**config.mk**
```make
export PLATFORM = sky130hd
export DESIGN_NAME = idma_legalizer_rw_obi
export DESIGN_NICKNAME = d
export VERILOG_FILES = /design/src/rtl/idma_pkg.sv /design/src/rtl/idma_legalizer_obi_chunker.sv /design/src/rtl/idma_legalizer_rw_obi.sv
export SDC_FILE = /design/constraint.sdc
export NUM_CORES = 1
export LEC_CHECK = 0
export ABC_CLOCK_PERIOD_IN_PS = 6100
export BUFFER_PORTS_ARGS = -buffer_cell sky130_fd_sc_hd__buf_2
export CORE_MARGIN = 2
export CORE_UTILIZATION = 50
export CTS_CLUSTER_DIAMETER = 200
export DETAILED_ROUTE_END_ITERATION = 8
export PLACE_DENSITY = 0.77
export SLEW_MARGIN = 20
export SYNTH_ARGS = -nofsm -noshare
export SYNTH_HDL_FRONTEND = slang
export SYNTH_SLANG_ARGS = --single-unit
```
**constraint.sdc**
```tcl
create_clock -name clk_i -period 6.1 [get_ports clk_i]
set_input_delay 0.61 -clock clk_i [delete_from_list [all_inputs] [get_ports clk_i]]
set_output_delay 0.61 -clock clk_i [all_outputs]
set_load 0.01 [all_outputs]
```
**src/rtl/idma_pkg.sv**
```systemverilog
// Shared types and width helpers for the OBI read/write legalizer.
package idma_pkg;

    typedef enum logic {
        RW_COUPLED   = 1'b0,
        RW_DECOUPLED = 1'b1
    } rw_mode_e;

    function automatic int unsigned strb_width(input int unsigned data_width);
        return data_width / 8;
    endfunction

    function automatic int unsigned offset_width(input int unsigned data_width);
        return $clog2(data_width / 8);
    endfunction

endpackage

```
**src/rtl/idma_legalizer_obi_chunker.sv**
```systemverilog
// Per-side chunk arithmetic: bytes left in the current bus word, the emitted
// chunk size after an optional cap from the opposite side, and the end lane.
module idma_legalizer_obi_chunker
    import idma_pkg::*;
#(
    parameter  int unsigned DataWidth = 32,
    parameter  int unsigned LenWidth  = 32,
    localparam int unsigned StrbWidth = strb_width(DataWidth),
    localparam int unsigned OW        = offset_width(DataWidth)
) (
    input  logic [OW-1:0]       lane,
    input  logic [LenWidth-1:0] len,
    input  logic [OW:0]         cap,
    output logic [OW:0]         avail,
    output logic [OW:0]         bytes,
    output logic [OW-1:0]       tailer
);

    localparam logic [OW:0] StrbBytes = (OW+1)'(StrbWidth);

    logic [OW:0] page_rem;

    assign page_rem = StrbBytes - {1'b0, lane};
    assign avail    = (len < LenWidth'(page_rem)) ? len[OW:0] : page_rem;
    assign bytes    = (cap < avail) ? cap : avail;
    // Wraps naturally to 0 when the chunk ends exactly on a word boundary.
    assign tailer   = lane + bytes[OW-1:0];

endmodule

```
**src/rtl/idma_legalizer_rw_obi.sv**
```systemverilog
// Splits 1D transfers into single-beat, word-bounded OBI read and write chunks.
// Optional chunk counters are enabled by defining IDMA_LEGALIZER_PERF_CNT_EN.
module idma_legalizer_rw_obi
    import idma_pkg::*;
#(
    parameter  int unsigned DataWidth    = 32,
    parameter  int unsigned AddrWidth    = 32,
    parameter  int unsigned LenWidth     = 32,
    parameter  bit          CombinedShft = 1'b0,
    localparam int unsigned StrbWidth    = strb_width(DataWidth),
    localparam int unsigned OW           = offset_width(DataWidth)
) (
    input  logic                 clk_i,
    input  logic                 rst_i,
    input  logic [LenWidth-1:0]  req_len_i,
    input  logic [AddrWidth-1:0] req_src_i,
    input  logic [AddrWidth-1:0] req_dst_i,
    input  logic                 req_decouple_i,
    input  logic                 valid_i,
    output logic                 ready_o,
    output logic [AddrWidth-1:0] r_addr_o,
    output logic [OW-1:0]        r_offset_o,
    output logic [OW-1:0]        r_tailer_o,
    output logic [OW-1:0]        r_shift_o,
    output logic                 r_last_o,
    output logic                 r_valid_o,
    input  logic                 r_ready_i,
    output logic [AddrWidth-1:0] w_addr_o,
    output logic [OW-1:0]        w_offset_o,
    output logic [OW-1:0]        w_tailer_o,
    output logic [OW-1:0]        w_shift_o,
    output logic                 w_last_o,
    output logic [StrbWidth-1:0] w_be_o,
    output logic                 w_valid_o,
    input  logic                 w_ready_i,
    input  logic                 flush_i,
    input  logic                 kill_i,
    output logic                 done_o,
`ifdef IDMA_LEGALIZER_PERF_CNT_EN
    output logic [31:0]          r_chunks_o,
    output logic [31:0]          w_chunks_o,
`endif
    output logic                 r_busy_o,
    output logic                 w_busy_o
);

    typedef struct packed {
        logic [AddrWidth-1:0] addr;
        logic [LenWidth-1:0]  len;
        logic                 valid;
    } mut_tf_t;

    typedef struct packed {
        logic [AddrWidth-1:0] addr;
        logic [OW-1:0]        offset;
        logic [OW-1:0]        tailer;
        logic [OW-1:0]        shift;
        logic                 last;
    } idma_obi_chunk_t;

    typedef struct packed {
        rw_mode_e      mode;
        logic [OW-1:0] r_shift;
        logic [OW-1:0] w_shift;
    } opt_t;

    localparam logic [OW:0] StrbBytes = (OW+1)'(StrbWidth);

    mut_tf_t         r_reg, r_next, w_reg, w_next;
    opt_t            opt_reg, opt_next;
    logic            done_reg, done_next;
    idma_obi_chunk_t r_chunk, w_chunk;

    logic            decoupled;
    logic [OW-1:0]   r_lane, w_lane, r_tail, w_tail;
    logic [OW:0]     r_avail, w_avail, r_cap, w_cap, r_bytes, w_bytes;
    logic            r_last, w_last, both_go, r_adv, w_adv, r_fin, w_fin, accept;
    logic [OW-1:0]   src_lane, dst_lane;
    logic [OW+1:0]   w_lane_end;

    assign decoupled = (opt_reg.mode == RW_DECOUPLED);
    assign r_lane    = r_reg.addr[OW-1:0];
    assign w_lane    = w_reg.addr[OW-1:0];
    // In coupled mode each side is capped by the other so both emit equal chunks.
    assign r_cap     = decoupled ? StrbBytes : w_avail;
    assign w_cap     = decoupled ? StrbBytes : r_avail;

    idma_legalizer_obi_chunker #(
        .DataWidth (DataWidth),
        .LenWidth  (LenWidth)
    ) u_r_chunker (
        .lane   (r_lane),
        .len    (r_reg.len),
        .cap    (r_cap),
        .avail  (r_avail),
        .bytes  (r_bytes),
        .tailer (r_tail)
    );

    idma_legalizer_obi_chunker #(
        .DataWidth (DataWidth),
        .LenWidth  (LenWidth)
    ) u_w_chunker (
        .lane   (w_lane),
        .len    (w_reg.len),
        .cap    (w_cap),
        .avail  (w_avail),
        .bytes  (w_bytes),
        .tailer (w_tail)
    );

    assign r_last  = (r_reg.len == LenWidth'(r_bytes));
    assign w_last  = (w_reg.len == LenWidth'(w_bytes));
    assign both_go = r_reg.valid & w_reg.valid & r_ready_i & w_ready_i & !flush_i;

    assign r_valid_o = decoupled ? (r_reg.valid & !flush_i) : both_go;
    assign w_valid_o = decoupled ? (w_reg.valid & !flush_i) : both_go;
    assign r_adv     = r_valid_o & r_ready_i;
    assign w_adv     = w_valid_o & w_ready_i;
    assign r_fin     = r_adv & r_last;
    assign w_fin     = w_adv & w_last;

    // Accepting while both sides retire their last chunk avoids an idle bubble.
    assign ready_o = (!r_reg.valid | r_fin) & (!w_reg.valid | w_fin) & !flush_i;
    assign accept  = valid_i & ready_o;

    assign src_lane = req_src_i[OW-1:0];
    assign dst_lane = req_dst_i[OW-1:0];

    always_comb begin
        r_next   = r_reg;
        w_next   = w_reg;
        opt_next = opt_reg;
        if (r_adv) begin
            r_next.addr  = r_reg.addr + AddrWidth'(r_bytes);
            r_next.len   = r_reg.len - LenWidth'(r_bytes);
            r_next.valid = !r_last;
        end
        if (w_adv) begin
            w_next.addr  = w_reg.addr + AddrWidth'(w_bytes);
            w_next.len   = w_reg.len - LenWidth'(w_bytes);
            w_next.valid = !w_last;
        end
        if (kill_i) begin
            r_next = '0;
            w_next = '0;
        end
        if (accept) begin
            r_next.addr      = req_src_i;
            r_next.len       = req_len_i;
            r_next.valid     = (req_len_i != '0);
            w_next.addr      = req_dst_i;
            w_next.len       = req_len_i;
            w_next.valid     = (req_len_i != '0);
            opt_next.mode    = req_decouple_i ? RW_DECOUPLED : RW_COUPLED;
            opt_next.r_shift = CombinedShft ? (src_lane - dst_lane) : src_lane;
            opt_next.w_shift = CombinedShft ? '0 : (OW'(0) - dst_lane);
        end
        done_next = (kill_i & (r_reg.valid | w_reg.valid))
                  | (accept & (req_len_i == '0))
                  | ((r_fin | w_fin) & (r_fin | !r_reg.valid) & (w_fin | !w_reg.valid));
    end

    always_ff @(posedge clk_i or posedge rst_i) begin
        if (rst_i) begin
            r_reg    <= '0;
            w_reg    <= '0;
            opt_reg  <= '0;
            done_reg <= 1'b0;
        end else begin
            r_reg    <= r_next;
            w_reg    <= w_next;
            opt_reg  <= opt_next;
            done_reg <= done_next;
        end
    end

`ifdef IDMA_LEGALIZER_PERF_CNT_EN
    logic [31:0] r_chunks_reg, w_chunks_reg;

    always_ff @(posedge clk_i or posedge rst_i) begin
        if (rst_i) begin
            r_chunks_reg <= '0;
            w_chunks_reg <= '0;
        end else begin
            if (r_adv) r_chunks_reg <= r_chunks_reg + 32'd1;
            if (w_adv) w_chunks_reg <= w_chunks_reg + 32'd1;
        end
    end

    assign r_chunks_o = r_chunks_reg;
    assign w_chunks_o = w_chunks_reg;
`endif

    assign r_chunk = '{addr:   {r_reg.addr[AddrWidth-1:OW], {OW{1'b0}}},
                       offset: r_lane,
                       tailer: r_tail,
                       shift:  opt_reg.r_shift,
                       last:   r_last};
    assign w_chunk = '{addr:   {w_reg.addr[AddrWidth-1:OW], {OW{1'b0}}},
                       offset: w_lane,
                       tailer: w_tail,
                       shift:  opt_reg.w_shift,
                       last:   w_last};

    assign r_addr_o   = r_chunk.addr;
    assign r_offset_o = r_chunk.offset;
    assign r_tailer_o = r_chunk.tailer;
    assign r_shift_o  = r_chunk.shift;
    assign r_last_o   = r_chunk.last;
    assign w_addr_o   = w_chunk.addr;
    assign w_offset_o = w_chunk.offset;
    assign w_tailer_o = w_chunk.tailer;
    assign w_shift_o  = w_chunk.shift;
    assign w_last_o   = w_chunk.last;

    assign w_lane_end = {2'b00, w_lane} + {1'b0, w_bytes};

    genvar gi;
    for (gi = 0; gi < StrbWidth; gi++) begin : gen_be
        assign w_be_o[gi] = ((OW+2)'(gi) >= {2'b00, w_lane}) && ((OW+2)'(gi) < w_lane_end);
    end

    assign done_o   = done_reg;
    assign r_busy_o = r_reg.valid;
    assign w_busy_o = w_reg.valid;

endmodule

```
==> out/results.ini, run 1 <==
[status]
outcome = complete, no violations

[sta]
tightest_slew_ns = 0.995
fin_crit_ns = 5.78
post-route-period-util_pct = 94.8
skew_ns = 0.0149
drv_slew = 0
setup_violations = 0
hold_ws_ns = 0.275
max_freq_mhz = 173
slew_headroom_pct = 33.2
final-hold-violation-count = 0

[die]
io_pins = 192
die-width_um = 137
row_count = 48
die_h_um = 137
start_util_pct = 51.2
dieArea_um2 = 18800
core_um2 = 17300

[worst_hold_path]
hp-class = in -> async

[routing]
ant_nets = 0
wl_met3_mm = 1.87
top_layer_used = met5
drc = 0
drt_iter0_drc = 725
routed_wl_mm = 25.5
dr.pass1.iters = 4
vias_per_cell = 5.85
met1Wirelength_mm = 10.7
met2_length_mm = 12.3
routedWlPerCell_um = 18.0
num_vias = 8301

[power_and_ir_drop]
leakagePower_nw = 4.75
p_per_area_nw_per_um2 = 306
power_w = 0.00322
irDropWorstVdd_v = 0.000240

[critical_path]
cp-start-kind = register
worstSetupPathType = reg -> out
crit_fanout = 6
reg2reg_depth = 21
cp.required_ns = 5.49
cp-end-kind = primary output
arrival_ns = 5.17

[grt]
grt_pass1_vias = 8083
grt_use_total_pct = 27.8
antenna_found_initial = 1
grt_max_degree = 83
grt_pass1_wl_mm = 40.7
grt_overflow = 0

[synthesis]
postSynthCellCount = 1024
yosysUniqueCellTypes = 68
yosys_register_bits = 136
synth_edf_count = 0
avgSynthCellArea_um2 = 8.65
seq_area_frac_synth_pct = 38.4
synthArstFlopShare_pct = 100
synth_ff_type = dfrtp_1
ys_warn_count = 0
netlist_area_um2 = 8860

[placed_design]
dpl_cell_area_um2 = 9860
place.gp.congestion = 0.956
portBuffers = 187
dpl.hpwl_mm = 18.4

[clock_network]
cts_buffers = 17
path_clk_slew_ns = 0.06
clockBufferDepth = 2
clock-root-buffer = clkbuf_16
clock_sinks = 136
cts_tree = built
clk_latency_ns = 0.43
htreeDepth = 4

[cells_and_area]
area_growth_syn_to_layout_pct = 18.7
nets = 1314
fillers = 1526
num_antenna_cells = 0
drive_gt1_share_pct = 23.0
fin_area_um2 = 10500

[run]
cap_violations = 0

-- cells by family (layout without fill, tap and decap cells) --
group / after synthesis / count (layout) / synth area share, %
compound gates: 235 / 235 / 16.5
xor+xnor: 96 / 96 / 9.49
fa+ha+maj: 29 / 29 / 4.41
buf+inv: 112 / 280 / 6.86
flops: 136 / 136 / 38.4
mux: 13 / 13 / 1.51
other cells: 1 / 4 / 0.0423
simple gates: 402 / 402 / 22.8
-- layout by cell type, fill, tap and decap left out, types with 8 or more instances in the layout --
master and count:
a21oi_1 46, and3_1 20, buf_2 187, buf_4 26, clkbuf_16 17, dfrtp_1 136
ha_1 24, inv_1 30, mux2i_1 12, nand2_1 143, nand3_1 30, nand4_1 16
nor2_1 60, nor2b_1 8, nor3_1 31, nor4_1 24, o21ai_0 102, o31ai_1 27
or3_1 11, or4_1 10, xnor2_1 60, xor2_1 36
-- timing repair --
action | 4_1_cts | 5_1_grt
setup buffers | 0 | 3
hold buffers | 0 | 0
setup endpoints to repair | 0 | 52
gates resized for setup | 0 | 7
-- Yosys cell counts (all sizes together), types with 4 or more instances --
cell type	n	share of area (%)
o31ai	27	2.3
nor3	32	1.8
or3	11	0.78
o22a	4	0.40
fa	4	0.90
dfrtp	136	38
a211oi	6	0.62
nand3	30	1.7
xnor2	60	5.9
o21ai	103	5.8
ha	24	3.4
nand4b	4	0.40
inv	31	1.3
nand4	17	1.3
and3	20	1.4
a211o	4	0.40
nand2b	6	0.42
nor4	29	2.4
mux2i	13	1.5
or2	7	0.49
nor2	61	2.6
and2	6	0.42
clkbuf	24	1.1
a21oi	46	2.6
xor2	36	3.6
nand2	145	6.2
or4	14	1.3
buf	57	4.5
a22o	7	0.69
a31oi	7	0.49
nor2b	8	0.56
nor3b	4	0.34
o21a	7	0.59
-- layer usage --
metal	vias to the layer above	global-route usage, %
met5	-	0
met2	340	45.1
met1	3988	36.1
met3	53	6.44
li1	3918	-
met4	2	11.0
-- per-stage QoR --
step / cells / setup TNS, ns / worst slack (ns) / util [%]
4_1_cts: 1417 / 0 / 0.0165 / 60.5
2_1_floorplan: 1027 / 0 / 0.830 / -
6_report: 1420 / 0 / 0.318 / 60.8
3_5_place_dp: 1385 / 0 / 0.303 / 57.0
3_3_place_gp: 1385 / 0 / 0.532 / 57.0
5_1_grt: 1420 / -0.000290 / -0.000290 / 60.8
-- path summary, 6_finish.rpt --
kind | from | endpoint | slack, ns
min reg2reg | w_shift_o[1]$_DFFE_PP0P_ | w_shift_o[1]$_DFFE_PP0P_ | 0.54
min in group clk_i | req_src_i[8] | r_addr_o[8]$_DFFE_PP0P_ | 0.38
min | rst_i | r_reg[28]$_DFFE_PP0P_ | 0.27
max reg2reg | r_reg[17]$_DFFE_PP0P_ | w_addr_o[24]$_DFFE_PP0P_ | 0.52
max in group asynchronous | rst_i | w_shift_o[1]$_DFFE_PP0P_ | 4.51
max | w_reg[25]$_DFFE_PP0P_ | ready_o | 0.32
-- report_power, final --
part	internal [W]	switching, W
registers	0.000999	0.000127
clock network	0.000629	0.000428
logic	0.000428	0.000603
total	0.00206	0.00116
-- worst max-delay path: stages (launching register included) --
cell and delay [ns]:
dfrtp_1 0.43, or4_4 0.57, nor4_4 0.35, nand2_2 0.13, a2111oi_4 0.35, mux2i_1 0.24
buf_4 0.17, nor2_1 0.05, ha_1 0.22, or3_1 0.36, a2111oi_2 0.37, a211oi_1 0.11
ha_1 0.32, nand3_1 0.13, nor4_2 0.20, nand4_2 0.19, nand2_1 0.13, o21ai_0 0.15
nor2_1 0.12, buf_2 0.14
-- layout make-up --
class	instances	area, um^2	share of cell area [%]
Sequential cell	136	3400	32.4
Clock buffer	20	457	4.34
Tap cell	225	282	2.68
Clock inverter	12	140	1.33
Inverter	31	121	1.15
Multi-Input combinational cell	779	4900	46.6
Timing Repair Buffer	217	1210	11.5
Note: power is estimated with default switching activity, not from simulation.
==> run 2, diff against run 1 <==
- CELL_PAD_IN_SITES_DETAIL_PLACEMENT: unset -> 1
- CELL_PAD_IN_SITES_GLOBAL_PLACEMENT: unset -> 2
- CORE_UTILIZATION: 50 -> 33
- PLACE_DENSITY: 0.77 -> 0.84
==> out/results.ini, run 2 (same netlist as run 1, synthesis figures left out) <==
[routing]
drt_iter0_drc = 346  ; -52%
drc = 0  ; unchanged
dr.pass1.iters = 5  ; +1
vias_per_cell = 5.38  ; -7.9%
routed_wl_mm = 30.4  ; +19%
routedWlPerCell_um = 19.6  ; +9.3%
ant_nets = 0  ; unchanged
num_vias = 8320  ; +0.23%

[die]
io_pins = 192  ; unchanged
core_um2 = 26200  ; +52%
start_util_pct = 33.8  ; -17 points
row_count = 59  ; +23%
die-width_um = 168  ; +22%
dieArea_um2 = 28200  ; +50%
die_h_um = 168  ; +22%

[cells_and_area]
final_common_cell = buf_2
final_util_pct = 41.5  ; -19 points
layout_common_cells = buf_2 (187), nand2_1 (143), dfrtp_1 (135)
nets = 1329  ; +1.1%
final_cell_count_no_fill = 1546  ; +8.9%
drive_gt1_share_pct = 24.9  ; +1.9 points
fillers = 3142  ; +110%
area_growth_syn_to_layout_pct = 22.9

[worst_hold_path]
hp-class = in -> async

[critical_path]
cp-start-kind = register
reg2reg_depth = 19  ; -9.5%
reg2reg_slack_ns = 0.42  ; -0.10 ns
crit_fanout = 5  ; -1
worstSetupPathType = reg -> out
worstReg2RegStart = w_reg[25]$_DFFE_PP0P_
cp.required_ns = 5.49  ; about the same
reg2reg_to = w_reg[3]$_DFFE_PP0P_
arrival_ns = 5.16  ; about the same
cp-end-kind = primary output

[power_and_ir_drop]
leakagePower_nw = 4.85  ; +2.0%
power_w = 0.00336  ; +4.5%
irDropWorstVdd_v = 0.000144  ; -40%
p_per_area_nw_per_um2 = 309  ; +0.91%

[placed_design]
place.gp.congestion = 0.865  ; -9.5%
place_inst = 1508  ; +8.9%
dpl.hpwl_mm = 22.5  ; +22%
portBuffers = 187  ; unchanged

[sta]
fin_crit_ns = 5.77  ; -0.0110 ns
final-hold-violation-count = 0  ; unchanged
drv_slew = 0  ; unchanged
setup_violations = 0  ; unchanged
tightest_slew_ns = 1.08  ; +0.0865 ns
rsz0062_at_grt = false
post-route-period-util_pct = 94.6  ; -0.18 points
setup-tns-final_ns = 0  ; unchanged
skew_ns = 0.0126  ; -0.00228 ns
hold_ws_ns = 0.277  ; +0.00199 ns
max_freq_mhz = 173  ; +0.19%
slew_headroom_pct = 27.3  ; -5.9 points

[clock_network]
clk_latency_ns = 0.44  ; about the same
path_clk_slew_ns = 0.06  ; about the same
htreeDepth = 4  ; unchanged
clock-root-buffer = clkbuf_16
cts_hold_buffers = 0  ; unchanged
clockBufferDepth = 2  ; unchanged
cts_tree = built
cts_buffers = 17  ; unchanged
clock_sinks = 136  ; unchanged

[run]
cap_violations = 0  ; unchanged

[grt]
grt_max_degree = 90  ; +8.4%
grt_use_total_pct = 21.8  ; -6.0 points
grt_overflow = 0  ; unchanged
grt_pass1_wl_mm = 48.7  ; +20%
grt_pass1_vias = 8762  ; +8.4%
antenna_found_initial = 4  ; +3

[status]
outcome = complete, no violations

run 2: cell types whose count changed in the layout (fill, tap and decap cells not counted), sizes merged:
cell    change
buf        +15
bufinv      +1
clkbuf      -2
clkinv      -2
diode       +1
inv         +3
run 2: power breakdown:
part | leakage [nW] | switching [W] | total (W) | internal (W)
Sequential | 1.83 | 0.000131 | 0.00113 | 0.000999
Clock | 0.297 | 0.000460 | 0.00113 | 0.000665
Combinational | 2.72 | 0.000647 | 0.00110 | 0.000456
run 2: stage by stage:
stage / worst slack, ns / area [um^2]
final: 0.329 / 10900
after global placement: 0.271 / 10100
after CTS: 0.0748 / 10800
after detailed placement: 0.149 / 10100
after global routing: 0.0199 / 10900
after floorplan: 0.830 / 8870
run 2: area by class of cell:
cell class | count | area, um^2 | share of cell area [%]
multi-input cells | 779 | 4970 | 45.6
clock buffers | 18 | 439 | 4.03
repair buffers | 232 | 1350 | 12.4
clock inverters | 14 | 185 | 1.70
flip-flops and latches | 136 | 3400 | 31.3
well taps | 335 | 419 | 3.85
inverters | 31 | 121 | 1.11
diodes | 1 | 2.50 | 0.0230
run 2: timing repair:
| item | 4_1_cts | 5_1_grt |
|---|---|---|
| endpoints found under the setup margin | 1 | 28 |
| resized for setup | 2 | 16 |
| setup buffers | 0 | 5 |
| pin swaps | 1 | 4 |
| endpoints found under the hold margin | 0 | 0 |
| gates cloned | 0 | 0 |
run 2: worst max-delay path by stage:
stage                           from                  endpoint  slack, ns  cells past startpoint
6_report       w_reg[25]$_DFFE_PP0P_                   ready_o       0.33                     17
5_1_grt        r_reg[17]$_DFFE_PP0P_                   ready_o       0.02                     18
4_1_cts        w_reg[25]$_DFFE_PP0P_                   ready_o       0.07                     18
3_5_place_dp   w_reg[25]$_DFFE_PP0P_      w_reg[3]$_DFFE_PP0P_       0.15                     19
3_3_place_gp   w_reg[25]$_DFFE_PP0P_  w_addr_o[24]$_DFFE_PP0P_       0.27                     19
2_1_floorplan  r_reg[17]$_DFFE_PP0P_  w_addr_o[29]$_DFFE_PP0P_       0.83                     18
run 2: worst max-delay path: stages, from the launching register on:
cell	delay, ns
dfrtp_1	0.45
or4_4	0.57
nor4_4	0.33
nand2_2	0.14
a2111oi_4	0.39
mux2i_1	0.16
buf_4	0.19
ha_1	0.20
or3_1	0.36
a2111oi_2	0.43
a211oi_1	0.12
ha_1	0.32
nand4b_1	0.17
nor4_2	0.23
and3_1	0.26
o21ai_0	0.17
nor2_1	0.12
buf_2	0.14
run 2: layer usage:
layer	GRT usage, %	share of wire (%)	vias up
met1	27.8	44	4134
met3	5.27	5.5	37
li1	-	-	3946
met5	0	0.11	-
met2	36.9	49	197
met4	6.24	1.6	6
==> run 3, diff against run 2 <==
- ABC_AREA: unset -> 1
- CORE_UTILIZATION: 33 -> 30
==> out/results.ini, run 3 <==
[clock_network]
clock-root-buffer = clkbuf_16
cts_hold_buffers = 0  ; unchanged
ctsResizeCount = 0  ; -2
htreeDepth = 4  ; unchanged
path_clk_slew_ns = 0.07  ; about the same
clock_sinks = 136  ; unchanged
clk_latency_ns = 0.46  ; +0.02 ns
cts_tree = built
cts_buffers = 17  ; unchanged
postCtsSetupBuffers = 0  ; unchanged
clockBufferDepth = 2  ; unchanged

[grt]
grt_use_total_pct = 22.9  ; +1.1 points
grt_overflow = 0  ; unchanged
grt_pass1_vias = 13721  ; +57%
antenna_found_initial = 1  ; -3
grt_max_degree = 105  ; +17%
grt_pass1_wl_mm = 76.3  ; +57%

[routing]
drt_iter0_drc = 762  ; +120%
drc = 0  ; unchanged
routedWlPerCell_um = 17.6  ; -10%
wl_met3_mm = 1.61  ; -3.8%
num_vias = 13824  ; +66%
dr.pass1.iters = 5  ; unchanged
ant_nets = 0  ; unchanged
met2_length_mm = 22.4  ; +51%
routed_wl_mm = 48.4  ; +59%
met1Wirelength_mm = 23.2  ; +75%
vias_per_cell = 5.02  ; -6.7%
top_layer_used = met5

[synthesis]
synth_edf_count = 0  ; unchanged
netlist_area_um2 = 12300  ; +39%
seq_area_frac_synth_pct = 27.6  ; -11 points
synth_area_leaders = dfrtp_1 (28%), nand2_1 (26%), nand3_1 (12%), nor2_1 (8.3%), inv_1 (5.1%)
postSynthCellCount = 2115  ; +110%
synth_ff_type = dfrtp_1
ys_warn_count = 0  ; unchanged
yosys_register_bits = 136  ; unchanged
synthArstFlopShare_pct = 100  ; unchanged
synth_most_common_cell = nand2_1
yosysTopAreaCellShare_pct = 27.6  ; -11 points
yosysUniqueCellTypes = 37  ; -46%
yosys.area.top_type = dfrtp_1
yosys-top-cells-count = nand2_1 (858), nand3_1 (298), nor2_1 (273)
avgSynthCellArea_um2 = 5.82  ; -33%

[status]
outcome = complete, no violations

[power_and_ir_drop]
irDropWorstVdd_v = 0.000272  ; +88%
leakagePower_nw = 7.54  ; +56%
p_per_area_nw_per_um2 = 472  ; +53%

[critical_path]
crit_fanout = 6  ; +1
worstSetupPathType = reg -> out
crit_chain = inv_1 > ha_1 > inv_1 > ha_1 > or2_2 > nor2_1 > nand3_1 > nor2_1 > nand2_1 > o21ai_0 > inv_1 > ha_1 > a21oi_1 > nand2_1 > nand2_1 > nand2_1 > ha_1 > fa_1 > nand2_1 > nor2_1 > a22oi_1 > nor2_1 > a21oi_1 > buf_2
cp-end-kind = primary output
path_common_cell = nand2_1
cpMaxStageDelayCell = dfrtp_1
cp-start-kind = register
max_stage_delay_ns = 0.45  ; -0.12 ns
arrival_ns = 4.92  ; -0.24 ns
cp.required_ns = 5.49  ; about the same

[die]
core_um2 = 40600  ; +55%
dieArea_um2 = 42700  ; +51%
row_count = 74  ; +25%
io_pins = 192  ; unchanged
die_h_um = 207  ; +23%
die-width_um = 207  ; +23%
start_util_pct = 30.3  ; -3.5 points

[cells_and_area]
num_antenna_cells = 0  ; -1
final_common_cell = nand2_1
nets = 2340  ; +76%
fin_area_um2 = 13900  ; +28%
area_growth_syn_to_layout_pct = 13.3
fillers = 5526  ; +76%
layout_common_cells = nand2_1 (856), nand3_1 (298), nor2_1 (271)
drive_gt1_share_pct = 11.7  ; -13 points

[sta]
tightest_slew_ns = 1.12  ; +0.0385 ns
slew_headroom_pct = 25.2  ; -2.1 points
skew_ns = 0.0153  ; +0.00265 ns
final-hold-violation-count = 0  ; unchanged
rsz0062_at_grt = false
post-route-period-util_pct = 90.7  ; -3.9 points
max_freq_mhz = 181  ; +4.3%
drv_slew = 0  ; unchanged
setup-tns-final_ns = 0  ; unchanged
fin_crit_ns = 5.53  ; -0.240 ns
setup_violations = 0  ; unchanged

[worst_hold_path]
hp-class = in -> async

[placed_design]
place.gp.congestion = 0.943  ; +9.0%
dpl.hpwl_mm = 35.6  ; +58%
portBuffers = 187  ; unchanged
dpl_cell_area_um2 = 13400  ; +32%

[run]
cap_violations = 0  ; unchanged

[run 3: cell count changes in the layout (fill, tap and decap cells not counted), moves of 10 or more]
| cell | before | now |
|---|---|---|
| and3_1 | 20 | 0 |
| buf_4 | 39 | 11 |
| inv_1 | 30 | 165 |
| mux2i_1 | 10 | 0 |
| nand2_1 | 143 | 856 |
| nand3_1 | 30 | 298 |
| nor2_1 | 59 | 271 |
| nor4_1 | 23 | 3 |
| o21ai_0 | 101 | 21 |
| o31ai_1 | 27 | 0 |
| or3_1 | 11 | 0 |
| xnor2_1 | 60 | 10 |
[run 3: per-layer routing]
layer,vias up,track usage (%)
li1,6800,-
met1,6749,31.2
met2,220,37.4
met3,53,2.98
met4,2,7.53
met5,-,0
[run 3: power by group]
group / switching, W / internal, W / leakage [nW]
logic: 0.00268 / 0.00134 / 5.44
registers: 0.000364 / 0.00116 / 1.83
clock network: 0.000455 / 0.000590 / 0.274
[run 3: path summary, 6_finish.rpt]
path | startpoint | to | slack (ns) | depth (start not counted)
max in group asynchronous | rst_i | w_reg[16]$_DFFE_PP0P_ | 4.98 | 3
worst min-delay path | rst_i | r_reg[25]$_DFFE_PP0P_ | 0.16 | 2
min in group clk_i | req_decouple_i | decoupled$_DFFE_PP0P_ | 0.40 | 3
worst max-delay path | w_offset_o[0]$_DFFE_PP0P_ | w_be_o[0] | 0.57 | 24
worst min register to register | w_shift_o[0]$_DFFE_PP0P_ | w_shift_o[0]$_DFFE_PP0P_ | 0.49 | 2
worst max register to register | w_offset_o[0]$_DFFE_PP0P_ | r_reg[23]$_DFFE_PP0P_ | 0.68 | 33
[run 3: cell type report]
class                   count  area, um^2  share of cell area (%)
clock buffers              24         482                    3.45
multi-input cells        1687        7600                    54.5
well taps                 532         666                    4.77
flip-flops and latches    136        3400                    24.4
clock inverters             8        71.3                   0.511
repair buffers            200        1100                    7.86
inverters                 166         628                    4.50
[run 3: critical path, delay by kind of cell (launching register included)]
kind,cells,cell delay (ns)
buf+inv,4,0.50
simple gates,11,1.35
compound gates,4,0.85
flops,1,0.45
fa+ha+maj,5,1.32
[run 3: logic make-up (layout without fill, tap and decap cells)]
| group | after synthesis | in the layout | synth area share (%) |
|---|---|---|---|
| simple gates | 1528 | 1528 | 51.8 |
| buf+inv | 295 | 398 | 10.8 |
| flops | 136 | 136 | 27.6 |
| compound gates | 85 | 85 | 3.62 |
| xor+xnor | 42 | 42 | 2.99 |
| fa+ha+maj | 28 | 28 | 3.09 |
| other cells | 1 | 4 | 0.0305 |
[run 3: metrics by stage]
stage / std cells / hold WS [ns] / utilization [%] / power (W) / setup slack [ns]
after floorplan: 2118 / 0.498 / - / 0.00437 / 1.62
after global placement: 2720 / 0.463 / 32.9 / 0.00541 / 1.11
after detailed placement: 2720 / 0.477 / 32.9 / 0.00554 / 0.787
after CTS: 2752 / 0.384 / 34.3 / 0.00664 / 0.550
after global routing: 2753 / 0.173 / 34.3 / 0.00728 / 0.0974
final: 2753 / 0.157 / 34.3 / 0.00659 / 0.569
